**src/rtl/bomb_pkg.sv**
```systemverilog
// rtl/bomb_pkg.sv - grid constants, cell indexing and request-state type shared by bomb logic
package bomb_pkg;

    localparam int GRID_MIN   = 1;
    localparam int GRID_MAX   = 8;
    localparam int ROW_STRIDE = 10;

    typedef enum logic [1:0] {
        IDLE     = 2'd0,
        PENDING  = 2'd1,
        COOLDOWN = 2'd2
    } reqState_t;

    function automatic logic [6:0] cellIdx(input logic [3:0] x, input logic [3:0] y);
        return 7'(ROW_STRIDE * int'(x) + int'(y));
    endfunction

endpackage

```
**src/rtl/bomb_req_fsm.sv**
```systemverilog
// rtl/bomb_req_fsm.sv - one player's press detection, request hold and cooldown
module bomb_req_fsm
    import bomb_pkg::*;
#(
    parameter int COOLDOWN_TICKS = 3
) (
    input  logic       clk,
    input  logic       rst,
    input  logic       bombTick,
    input  logic       btn,
    input  logic       gameOver,
    input  logic       cell_ok,
    input  logic [3:0] posX,
    input  logic [3:0] posY,
    output logic [3:0] bombX,
    output logic [3:0] bombY,
    output logic       bombV,
    output logic       reject,
    output logic       acceptNow
);

    localparam int CW = (COOLDOWN_TICKS > 0) ? $clog2(COOLDOWN_TICKS + 1) : 1;

    reqState_t     state;
    logic [CW-1:0] cnt;
    logic          btnPrev;
    logic          press;

    assign press     = btn & ~btnPrev;
    assign acceptNow = press & (state == IDLE) & cell_ok & ~gameOver;

    always_ff @(posedge clk) begin
        if (rst) begin
            state   <= IDLE;
            cnt     <= '0;
            btnPrev <= 1'b0;
            bombX   <= '0;
            bombY   <= '0;
            bombV   <= 1'b0;
            reject  <= 1'b0;
        end else begin
            btnPrev <= btn;
            reject  <= 1'b0;
            if (gameOver) begin
                state  <= IDLE;
                cnt    <= '0;
                bombV  <= 1'b0;
                reject <= press;
            end else begin
                case (state)
                    IDLE: begin
                        if (acceptNow) begin
                            state <= PENDING;
                            bombX <= posX;
                            bombY <= posY;
                            bombV <= 1'b1;
                        end else begin
                            reject <= press;
                        end
                    end
                    PENDING: begin
                        reject <= press;
                        // The updater samples on this edge, so the request is consumed now.
                        if (bombTick) begin
                            bombV <= 1'b0;
                            if (COOLDOWN_TICKS == 0) begin
                                state <= IDLE;
                            end else begin
                                state <= COOLDOWN;
                                cnt   <= CW'(COOLDOWN_TICKS);
                            end
                        end
                    end
                    COOLDOWN: begin
                        reject <= press;
                        if (bombTick) begin
                            cnt <= cnt - 1'b1;
                            if (cnt == CW'(1)) begin
                                state <= IDLE;
                            end
                        end
                    end
                    default: state <= IDLE;
                endcase
            end
        end
    end

endmodule

```
**src/rtl/bomb_request.sv**
```systemverilog
// rtl/bomb_request.sv - validates player fire presses and presents bomb requests to the map updater
module bomb_request
    import bomb_pkg::*;
#(
    parameter int COOLDOWN_TICKS = 3
) (
    input  logic         clk,
    input  logic         rst,
    input  logic         bombTick,
    input  logic         btnA,
    input  logic         btnB,
    input  logic [3:0]   playerAx,
    input  logic [3:0]   playerAy,
    input  logic [3:0]   playerBx,
    input  logic [3:0]   playerBy,
    input  logic [99:0]  i_curBombMap_0,
    input  logic [99:0]  i_curBombMap_1,
    input  logic [1:0]   game_state,
    output logic [3:0]   bombA_x,
    output logic [3:0]   bombA_y,
    output logic [3:0]   bombB_x,
    output logic [3:0]   bombB_y,
    output logic         bombA_v,
    output logic         bombB_v,
    output logic         rejectA,
    output logic         rejectB
);

    logic       gameOver;
    logic [6:0] idxA, idxB;
    logic       inGridA, inGridB;
    logic       occA, occB;
    logic       sameAB;
    logic       cellOkA, cellOkB;
    logic       acceptA;
    logic       unusedAcceptB;

    assign gameOver = (game_state != 2'd0);
    assign idxA     = cellIdx(playerAx, playerAy);
    assign idxB     = cellIdx(playerBx, playerBy);

    assign inGridA = (int'(playerAx) >= GRID_MIN) && (int'(playerAx) <= GRID_MAX) &&
                     (int'(playerAy) >= GRID_MIN) && (int'(playerAy) <= GRID_MAX);
    assign inGridB = (int'(playerBx) >= GRID_MIN) && (int'(playerBx) <= GRID_MAX) &&
                     (int'(playerBy) >= GRID_MIN) && (int'(playerBy) <= GRID_MAX);

    // Index is only meaningful in-grid; the inGrid term masks any off-grid lookup.
    assign occA   = i_curBombMap_0[idxA] | i_curBombMap_1[idxA];
    assign occB   = i_curBombMap_0[idxB] | i_curBombMap_1[idxB];
    assign sameAB = (playerAx == playerBx) && (playerAy == playerBy);

    assign cellOkA = ~gameOver & inGridA & ~occA &
                     ~(bombB_v & (bombB_x == playerAx) & (bombB_y == playerAy));
    // B also yields to an A request for the same cell landing in this very cycle.
    assign cellOkB = ~gameOver & inGridB & ~occB &
                     ~(bombA_v & (bombA_x == playerBx) & (bombA_y == playerBy)) &
                     ~(acceptA & sameAB);

    bomb_req_fsm #(.COOLDOWN_TICKS(COOLDOWN_TICKS)) u_fsmA (
        .clk       (clk),
        .rst       (rst),
        .bombTick  (bombTick),
        .btn       (btnA),
        .gameOver  (gameOver),
        .cell_ok   (cellOkA),
        .posX      (playerAx),
        .posY      (playerAy),
        .bombX     (bombA_x),
        .bombY     (bombA_y),
        .bombV     (bombA_v),
        .reject    (rejectA),
        .acceptNow (acceptA)
    );

    bomb_req_fsm #(.COOLDOWN_TICKS(COOLDOWN_TICKS)) u_fsmB (
        .clk       (clk),
        .rst       (rst),
        .bombTick  (bombTick),
        .btn       (btnB),
        .gameOver  (gameOver),
        .cell_ok   (cellOkB),
        .posX      (playerBx),
        .posY      (playerBy),
        .bombX     (bombB_x),
        .bombY     (bombB_y),
        .bombV     (bombB_v),
        .reject    (rejectB),
        .acceptNow (unusedAcceptB)
    );

endmodule

```
**config.mk**
```make
export PLATFORM = sky130hd
export DESIGN_NAME = bomb_request
export DESIGN_NICKNAME = d
export VERILOG_FILES = /design/src/rtl/bomb_pkg.sv /design/src/rtl/bomb_req_fsm.sv /design/src/rtl/bomb_request.sv
export SDC_FILE = /design/constraint.sdc
export NUM_CORES = 1
export LEC_CHECK = 0
export ABC_CLOCK_PERIOD_IN_PS = 4900
export CAP_MARGIN = 20
export CORE_MARGIN = 4
export CORE_UTILIZATION = 57
export CTS_BUF_LIST = sky130_fd_sc_hd__clkbuf_2 sky130_fd_sc_hd__clkbuf_4 sky130_fd_sc_hd__clkbuf_8
export DETAILED_ROUTE_END_ITERATION = 16
export DONT_BUFFER_PORTS = 1
export GPL_TIMING_DRIVEN = 0
export PLACE_DENSITY_LB_ADDON = 0.3
export SYNTH_ARGS = -nofsm -noshare
export SYNTH_HDL_FRONTEND = slang
export SYNTH_HIERARCHICAL = 1
export SYNTH_SLANG_ARGS = --single-unit
```
**constraint.sdc**
```tcl
create_clock -name clk -period 4.9 [get_ports clk]
set_input_delay 0.98 -clock clk [delete_from_list [all_inputs] [get_ports clk]]
set_output_delay 0.98 -clock clk [all_outputs]
set_load 0.05 [all_outputs]
```
# Yosys cells after proc, flatten, opt, wreduce, memory -nomap -nowiden
# Index checks and enable logic that the tools add are counted.
# classes
n_eq_ne	20
addsub	4
n_mux	33
order_cmp	10
multipliers	2
bitwise_logic	30
reduce_logical	25
# op_table
op	n
1-bit binary-select mux with 7-bit select	4
4-bit equality test	6
1-bit AND	20
2-bit two-way mux	10
3-bit AND reduction	6
4-bit by 1-bit greater-or-equal comparator with 1-bit output (second input constant)	4
4-bit <= comparator (second input constant)	4
7-bit by 8-bit less-than comparator with 1-bit output (second input constant)	2
7-bit by 4-bit adder with 7-bit output	2
3-bit by 4-bit multiplier with 6-bit output (first input constant)	2
2-bit case mux with 3 select lines	2
1-bit two-way mux	11
2-bit inequality test (second input constant)	5
2-bit nonzero test	5
2-bit by 1-bit equality test with 1-bit output (second input constant)	4
1-bit NOT	8
1-bit case mux with 2 select lines	4
2-bit case mux with 2 select lines	2
4-bit AND reduction	2
1-bit logical AND	7
2-bit by 1-bit inequality test with 1-bit output (second input constant)	3
2-bit OR reduction	3
2-bit equality test (second input constant)	2
2-bit logical NOT	2
other kinds (2)	4
# totals
output_inout_bits	20
register_bits	30
elab_cells	138
input_bits	223

# Longest topological paths before layout
# Gate-level depths: netlist (run 1).
# depth
ltp_word	18
mapped_depth	21
mapped_depth_nobuf	18

# Hierarchy
# Netlist (run 1), hierarchy kept.
# by_module_without_submodules
mod	n_inst	area_per_inst_um2	cells_each	seq_area_each_um2
bomb_request	1	3205.6	448	0.0
bomb_req_fsm	2	704.4	83	300.3

# Least setup slack after synthesis (run 1)
# No wires, ideal clock.
# synth_path
path_kind	in2reg
startpoint	input port playerAx[0]
endpoint	register u_fsmB.bombV
path_slack_ps	165
setup_time_ps	91
path_stages	19
n_path_buf	2
arrival_ps	4644
path_cell_list	ha_1 fa_1 xor2_2 mux4_1 nor3_1 a211oi_1 a2111oi_0 nor4_1 nand4bb_1 buf_2 nor2_1 nand4_1 and3_1 nand4_1 a211oi_2 nor4bb_1 buf_2 a21oi_1 a311oi_1
# synth_between
elab_chain_len	17
elab_cells_between_ends	31
# synth_rtl
element	line	text
start, declared	bomb_request.sv:12	input logic [3:0] playerAx,
3-bit by 4-bit multiplier with 6-bit output	bomb_pkg.sv:15	return 7'(ROW_STRIDE * int'(x) + int'(y));
7-bit by 4-bit adder with 7-bit output	bomb_pkg.sv:15	
1-bit binary-select mux with 7-bit select	bomb_request.sv:48	assign occA = i_curBombMap_0[idxA] | i_curBombMap_1[idxA];
1-bit two-way mux (not written as such)	bomb_request.sv:48	
1-bit OR	bomb_request.sv:48	
1-bit NOT	bomb_request.sv:52	assign cellOkA = ~gameOver & inGridA & ~occA &
1-bit AND	bomb_request.sv:52	
1-bit AND (*)	bomb_request.sv:52	
net cellOkA	bomb_request.sv:34	logic cellOkA, cellOkB;
[2 not listed]	-	
net acceptA	bomb_request.sv:35	logic acceptA;
1-bit AND (*)	bomb_request.sv:57	~(acceptA & sameAB);
1-bit NOT (*)	bomb_request.sv:57	
1-bit AND (*)	bomb_request.sv:56	~(bombA_v & (bombA_x == playerBx) & (bombA_y == playerBy)) &
net cellOkB	bomb_request.sv:34	
1-bit AND (*) (2 in series)	bomb_req_fsm.sv:30	assign acceptNow = press & (state == IDLE) & cell_ok & ~gameOver;
2-bit by 1-bit inequality test with 1-bit output (no line) (*)	-	
3-bit AND reduction (no line) (*)	-	
end signal, assigned	bomb_req_fsm.sv:39	bombV <= 1'b0;
end signal, assigned	bomb_req_fsm.sv:47	bombV <= 1'b0;
end signal, assigned	bomb_req_fsm.sv:56	bombV <= 1'b1;
end, declared	bomb_req_fsm.sv:17	output logic bombV,
# Mark *: on every way through the listed nets, which the timed path passes. The rest lies on a longest branch. The select of a mux whose other input is x is not followed.
# A chain may end at the register's enable or synchronous reset.

# Worst setup path after layout (run 1)
# layout_path
startpoint	input port playerAx[2]
endpoint	register u_fsmB.bombY[2]
# layout_between
elab_chain_len	16
elab_cells_between_ends	30
# layout_rtl
element	line	text
3-bit by 4-bit multiplier with 6-bit output	bomb_pkg.sv:15	
7-bit by 4-bit adder with 7-bit output	bomb_pkg.sv:15	
1-bit binary-select mux with 7-bit select	bomb_request.sv:48	
1-bit two-way mux (not written as such)	bomb_request.sv:48	
1-bit OR	bomb_request.sv:48	
1-bit NOT	bomb_request.sv:52	
1-bit AND	bomb_request.sv:52	
1-bit AND (*)	bomb_request.sv:52	
net cellOkA	bomb_request.sv:34	
1-bit AND (*) (2 in series)	bomb_req_fsm.sv:30	
net acceptA	bomb_request.sv:35	
1-bit AND (*)	bomb_request.sv:57	
1-bit NOT (*)	bomb_request.sv:57	
1-bit AND (*)	bomb_request.sv:56	
net cellOkB	bomb_request.sv:34	
1-bit AND (*) (2 in series)	bomb_req_fsm.sv:30	
3-bit AND reduction (no line) (*)	-	
end signal, assigned	bomb_req_fsm.sv:55	bombY <= posY;
end, declared	bomb_req_fsm.sv:16	output logic [3:0] bombY,
# Marked as above.

==> results.py, run 1 <==
metrics = {
    "status": {
        "status": "finished, violations left",
        "violations": "negative setup slack",
    },
    "cts": {
        "cts.sinks": 30,
        "clkSlewWorstSetupHoldPaths_ns": 0.06,
        "clockBufferDepth": 2,
        "numCtsBuffers": 5,
        "cts_hold_buffers": 0,
        "cts_max_level": 2,
        "cts_root_buf": "clkbuf_8",
        "cts_tree": "built",
        "clock_latency_ns": 0.28,
    },
    "setup_path": {
        "startpoint_type": "input port",
        "reg2reg_depth": 16,
        "arrival_ns": 5.12,
        "cp_max_fo": 8,
        "critPathKind": "input port to register",
        "end_kind": "register",
        "critPathBufInv": 3,
        "timing.rr.end": "u_fsmA/state[0]",
        "reg2reg_setup_slack_ns": 0.90,
        "worstPathRequired_ns": 5.09,
        "timing.rr.start": "u_fsmB/bombY[0]",
        "crit_family": "simple AND/OR/NAND/NOR gates",
        "slowest_delay_ns": 0.58,
        "slowest_stage": "mux4_2",
        "path_cells": "ha_4, ha_4, xor2_4, mux4_2, nor3_2, a211oi_2, a2111oi_4, nor4_4, nand4bb_1, buf_6, nor2_2, nand4_1, and3_4, nand4_1, a211oi_2, nor4bb_2, buf_4, buf_12, nand3_2, a21oi_2",
    },
    "placed_design": {
        "post-place-ws_ns": -0.755,
        "dp.cells": 715,
        "gp_congestion": 1.01,
        "placed_cell_area_um2": 4740,
        "portBuffers": 0,
        "dp_hpwl_mm": 14.3,
    },
    "worst_hold_path": {
        "hold_path_class": "register to register",
        "holdPathEnd": "u_fsmA/state[1]",
        "hp-start": "u_fsmA/state[1]",
        "holdPathStages": 2,
    },
    "finish": {
        "nNetsFinal": 896,
        "areaGrowthSynthToFinish_pct": 16.6,
        "layout_commonest_cell": "nor2_1",
        "stdcell_count": 745,
        "fin_util": 0.688,
        "final_cell_mix": "nor2_1 (81), nor3_1 (77), a21oi_1 (53)",
        "final_area_um2": 5380,
        "drive_gt1_frac": 0.205,
        "antenna-diode-count": 0,
    },
    "yosys": {
        "syn_inst": 613,
        "syn_area_um2": 4610,
        "syn-num-nets": 866,
        "ys_warn_count": 6,
        "syn_area_per_cell_um2": 7.52,
    },
    "power_and_ir_drop": {
        "p_sw_frac": 0.420,
        "power_frac_seq": 0.235,
        "power.density_nw_per_um2": 201,
        "switching_power_uw": 452,
        "p_int_uw": 626,
        "pwr-share-clk": 0.173,
        "combPwrFrac": 0.592,
        "power.leakage_uw": 0.00180,
        "peakVddDrop_v": 0.000124,
    },
    "route": {
        "viasPerCell": 7.49,
        "drt_first_iter_violations": 675,
        "dr_total_vias": 5581,
        "route.detailed.drc": 0,
        "drtAntennaViolNets": 0,
        "wl_mm": 19.1,
        "wl_per_cell_um": 25.6,
        "drtPass1Iterations": 6,
    },
    "timing": {
        "skew_ns": 0.00592,
        "min_period_ns": 4.93,
        "fin_ws_ns": -0.0258,
        "rsz0062_at_grt": "yes",
        "whs_ns": 0.503,
        "maxSlewHeadroom": 0.289,
        "finalHoldViolations": 0,
        "tightest_slew_ns": 1.06,
        "finalCritPeriodShare": 1.01,
        "finalMaxSlewViolations": 0,
        "setup_violations": 5,
        "max_freq_mhz": 203,
    },
    "global_route": {
        "antenna_found_initial": 0,
        "overflow": 0,
        "grt_max_degree": 15,
        "grt_use_total": 0.355,
        "grt_pass1_vias": 5326,
        "grt_pass1_wl_mm": 27.7,
    },
    "floorplan": {
        "io_pins": 243,
        "dieArea_um2": 9590,
        "die_w_um": 97.9,
        "start_util": 0.591,
        "num_rows": 32,
        "die_h_um": 97.9,
        "core_area_um2": 7810,
    },
    "job": {
        "max-cap-violations": 0,
    },
}
[flip-flops by register name, summed over array words and instances (netlist names)]
| signal | cells |
|---|---|
| u_fsmA/bombX | 4 |
| u_fsmA/bombY | 4 |
| u_fsmB/bombX | 4 |
| u_fsmB/bombY | 4 |
| u_fsmA/cnt | 2 |
| u_fsmA/state | 2 |
| u_fsmB/cnt | 2 |
| u_fsmB/state | 2 |
| u_fsmA/bombV | 1 |
| u_fsmA/btnPrev | 1 |
| u_fsmA/reject | 1 |
| u_fsmB/bombV | 1 |
| u_fsmB/btnPrev | 1 |
| u_fsmB/reject | 1 |
[tightest hold or removal path: stages (launching register included)]
cell and delay (ns):
dfxtp_1 0.34, nand2_1 0.06, mux2i_1 0.05
[power by group through the flow]
| stage | Combinational (uW) | Sequential (uW) | Clock (uW) |
|---|---|---|---|
| 6_report | 638 | 253 | 186 |
| 5_1_grt | 669 | 253 | 202 |
| 4_1_cts | 580 | 253 | 189 |
| 3_5_place_dp | 518 | 258 | 0 |
| 3_3_place_gp | 510 | 258 | 0 |
| 2_1_floorplan | 398 | 258 | 0 |
[stage by stage]
step / setup TNS, ns / power (uW)
3_3_place_gp: -6.34 / 768
6_report: -0.0498 / 1080
4_1_cts: 0 / 1020
5_1_grt: -1.48 / 1120
2_1_floorplan: 0 / 655
3_5_place_dp: -7.79 / 776
[cell type report]
cell class	count	area, um2
Timing Repair Buffer	24	224
Buffer	35	249
Clock buffer	5	68.8
Sequential cell	30	601
Tap cell	102	128
Inverter	17	63.8
Multi-Input combinational cell	530	4030
Clock inverter	2	10.0
Fill cell	642	2430
[worst max-delay path by stage]
stage / from / to / slack [ns] / depth (start not counted)
after floorplan: playerAx[0] / u_fsmB/bombV / 0.17 / 19
after global placement: playerAx[0] / u_fsmB/bombV / -0.63 / 18
after detailed placement: playerAx[0] / u_fsmB/bombV / -0.75 / 18
after CTS: playerAx[0] / u_fsmB/state[1] / 0.0003 / 20
after global routing: playerAx[2] / u_fsmB/state[0] / -0.17 / 19
final: playerAx[2] / u_fsmB/bombY[2] / -0.03 / 20
[layer usage]
layer  wire (um)  part of all wire  up-vias  global-route usage
li1            -                 -     2412                   -
met1        6990              0.37     2637               0.462
met2        8920              0.47      464               0.572
met3        2620              0.14       68              0.0936
met4         547             0.029        0               0.119
met5           0                 0        -                   0
[timing repair]
item | in CTS | in global routing
endpoints found under the hold margin | 0 | 0
gates cloned | 0 | 2
setup endpoints to repair | 12 | 14
buffers inserted | 15 | 8
resized for setup | 27 | 47
pin swaps | 13 | 37
Note: power is estimated with default switching activity, not from simulation.
==> run 2: changes to the inputs <==
Settings changed: SETUP_SLACK_MARGIN set to 0.2.
==> run 2 against run 1 <==
  * The flow now finishes without violations
  * Critical path type unchanged
  * Flip-flop and latch count stayed put
  * First-iteration DRC count is 8.0% higher
  * Clock-buffer cell count is 1 higher
  * Total power is 0.69% higher
  * Largest power group unchanged
  * Via count is 1.8% higher
  * Fmax is 1.5% higher
  * Utilization is 2.1 points lower
  * Non-clock buffer count is 4 lower
  * Global-route usage is 1.1 points higher
==> results.py, run 2 (synthesized netlist as in run 1, its figures left out) <==
metrics = {
    "finish": {
        "layout_commonest_cell": "nor2_1",
        "fin_util": 0.667,
        "final_cell_mix": "nor2_1 (81), nor3_1 (77), a21oi_1 (61)",
        "drive_gt1_frac": 0.168,
        "areaGrowthSynthToFinish_pct": 13.0,
        "nNetsFinal": 892,
        "antenna-diode-count": 0,
    },
    "cts": {
        "numCtsBuffers": 5,
        "clockBufferDepth": 2,
        "clkSlewWorstSetupHoldPaths_ns": 0.06,
        "cts_max_level": 2,
        "clock_latency_ns": 0.28,
        "cts.sinks": 30,
        "cts_tree": "built",
        "cts_root_buf": "clkbuf_8",
    },
    "floorplan": {
        "die_w_um": 97.9,
        "io_pins": 243,
        "die_h_um": 97.9,
        "dieArea_um2": 9590,
        "core_area_um2": 7810,
        "start_util": 0.591,
        "num_rows": 32,
    },
    "status": {
        "status": "completed",
    },
    "placed_design": {
        "portBuffers": 0,
        "gp_congestion": 1.03,
        "dp_hpwl_mm": 14.5,
    },
    "timing": {
        "finalCritPeriodShare": 0.990,
        "finalHoldViolations": 0,
        "fin_tns_setup_ns": 0,
        "skew_ns": 0.00411,
        "min_period_ns": 4.85,
        "setup_violations": 0,
        "rsz0062_at_grt": "yes",
        "maxSlewHeadroom": 0.248,
        "tightest_slew_ns": 1.12,
        "max_freq_mhz": 206,
        "finalMaxSlewViolations": 0,
    },
    "setup_path": {
        "timing.rr.end": "u_fsmB/bombV",
        "critPathKind": "input port to register",
        "startpoint_type": "input port",
        "worstPathRequired_ns": 5.11,
        "cp_max_fo": 5,
        "timing.rr.start": "u_fsmB/bombX[2]",
        "reg2reg_depth": 17,
        "end_kind": "register",
        "critPathLaunch": "playerAy[1]",
        "crit_end": "u_fsmB/state[0]",
        "reg2reg_setup_slack_ns": 1.20,
        "arrival_ns": 5.06,
    },
    "route": {
        "wl_per_cell_um": 25.9,
        "drtAntennaViolNets": 0,
        "viasPerCell": 7.68,
        "drtPass1Iterations": 6,
        "drt_first_iter_violations": 729,
        "wl_mm": 19.2,
        "route.detailed.drc": 0,
        "dr_total_vias": 5681,
    },
    "global_route": {
        "grt_max_degree": 15,
        "antenna_found_initial": 0,
        "grt_pass1_wl_mm": 28.3,
        "overflow": 0,
        "grt_use_total": 0.366,
        "grt_pass1_vias": 5465,
    },
    "worst_hold_path": {
        "hp-start": "u_fsmA/state[0]",
        "hold_path_class": "register to register",
        "holdPathStages": 2,
    },
    "power_and_ir_drop": {
        "power.density_nw_per_um2": 208,
        "power.leakage_uw": 0.00177,
        "peakVddDrop_v": 0.000152,
    },
    "job": {
        "max-cap-violations": 0,
    },
}
[run 2: layout make-up]
cell class	instances	area, um2
buffer	35	238
clock buffer	6	82.6
sequential	30	601
inverter	17	63.8
multi-input combinational	530	3920
timing repair buffer	20	176
fill	666	2600
tap	102	128
[run 2: metal layers]
metal | track usage | routed length [um] | share of wire | up-vias
met5 | 0 | 0 | 0 | -
li1 | - | - | - | 2399
met3 | 0.0979 | 2610 | 0.14 | 113
met1 | 0.449 | 6780 | 0.35 | 2623
met4 | 0.157 | 891 | 0.047 | 0
met2 | 0.605 | 8880 | 0.46 | 546
[run 2: power breakdown]
group	internal [uW]	switching (uW)
logic	275	363
registers	246	6.51
clock network	108	86.5
[run 2: worst min-delay path by stage]
stage / to / slack [ns]
after global routing: u_fsmB/state[0] / 0.53
after floorplan: u_fsmA/state[1] / 0.47
after CTS: u_fsmA/state[0] / 0.51
after detailed placement: u_fsmB/state[0] / 0.49
after global placement: u_fsmB/state[0] / 0.48
final: u_fsmA/state[0] / 0.50
[run 2: critical path, cell delays in order]
cell       delay [ns]
ha_4             0.14
fa_2             0.44
xor2_4           0.32
buf_8            0.16
mux4_2           0.55
a22oi_2          0.16
a31oi_1          0.12
a211oi_2         0.26
nor4_4           0.08
nand4bb_1        0.15
buf_6            0.12
nor2_2           0.03
nand4_1          0.08
and3_4           0.19
nand4_1          0.11
a211oi_2         0.24
nand4bb_1        0.19
a222oi_1         0.35
buf_4            0.19
mux2i_1          0.17
[run 2: timing repair]
action                                  4_1_cts  5_1_grt
hold buffers                                  0        0
endpoints found under the setup margin       12       14
cloned                                        0        0
setup buffers                                18        2
pin swaps                                    17       17
gates resized for setup                      26       20
[run 2: per-stage QoR]
stage	cell area (um2)	instances	total power (uW)	worst slack [ns]	hold slack, ns
2_1_floorplan	4630	613	658	0.225	0.468
3_3_place_gp	4750	715	769	-0.580	0.479
3_5_place_dp	4750	715	781	-0.623	0.494
4_1_cts	5090	738	1030	0.0913	0.505
5_1_grt	5210	740	1130	-0.155	0.533
6_report	5210	740	1090	0.0477	0.503
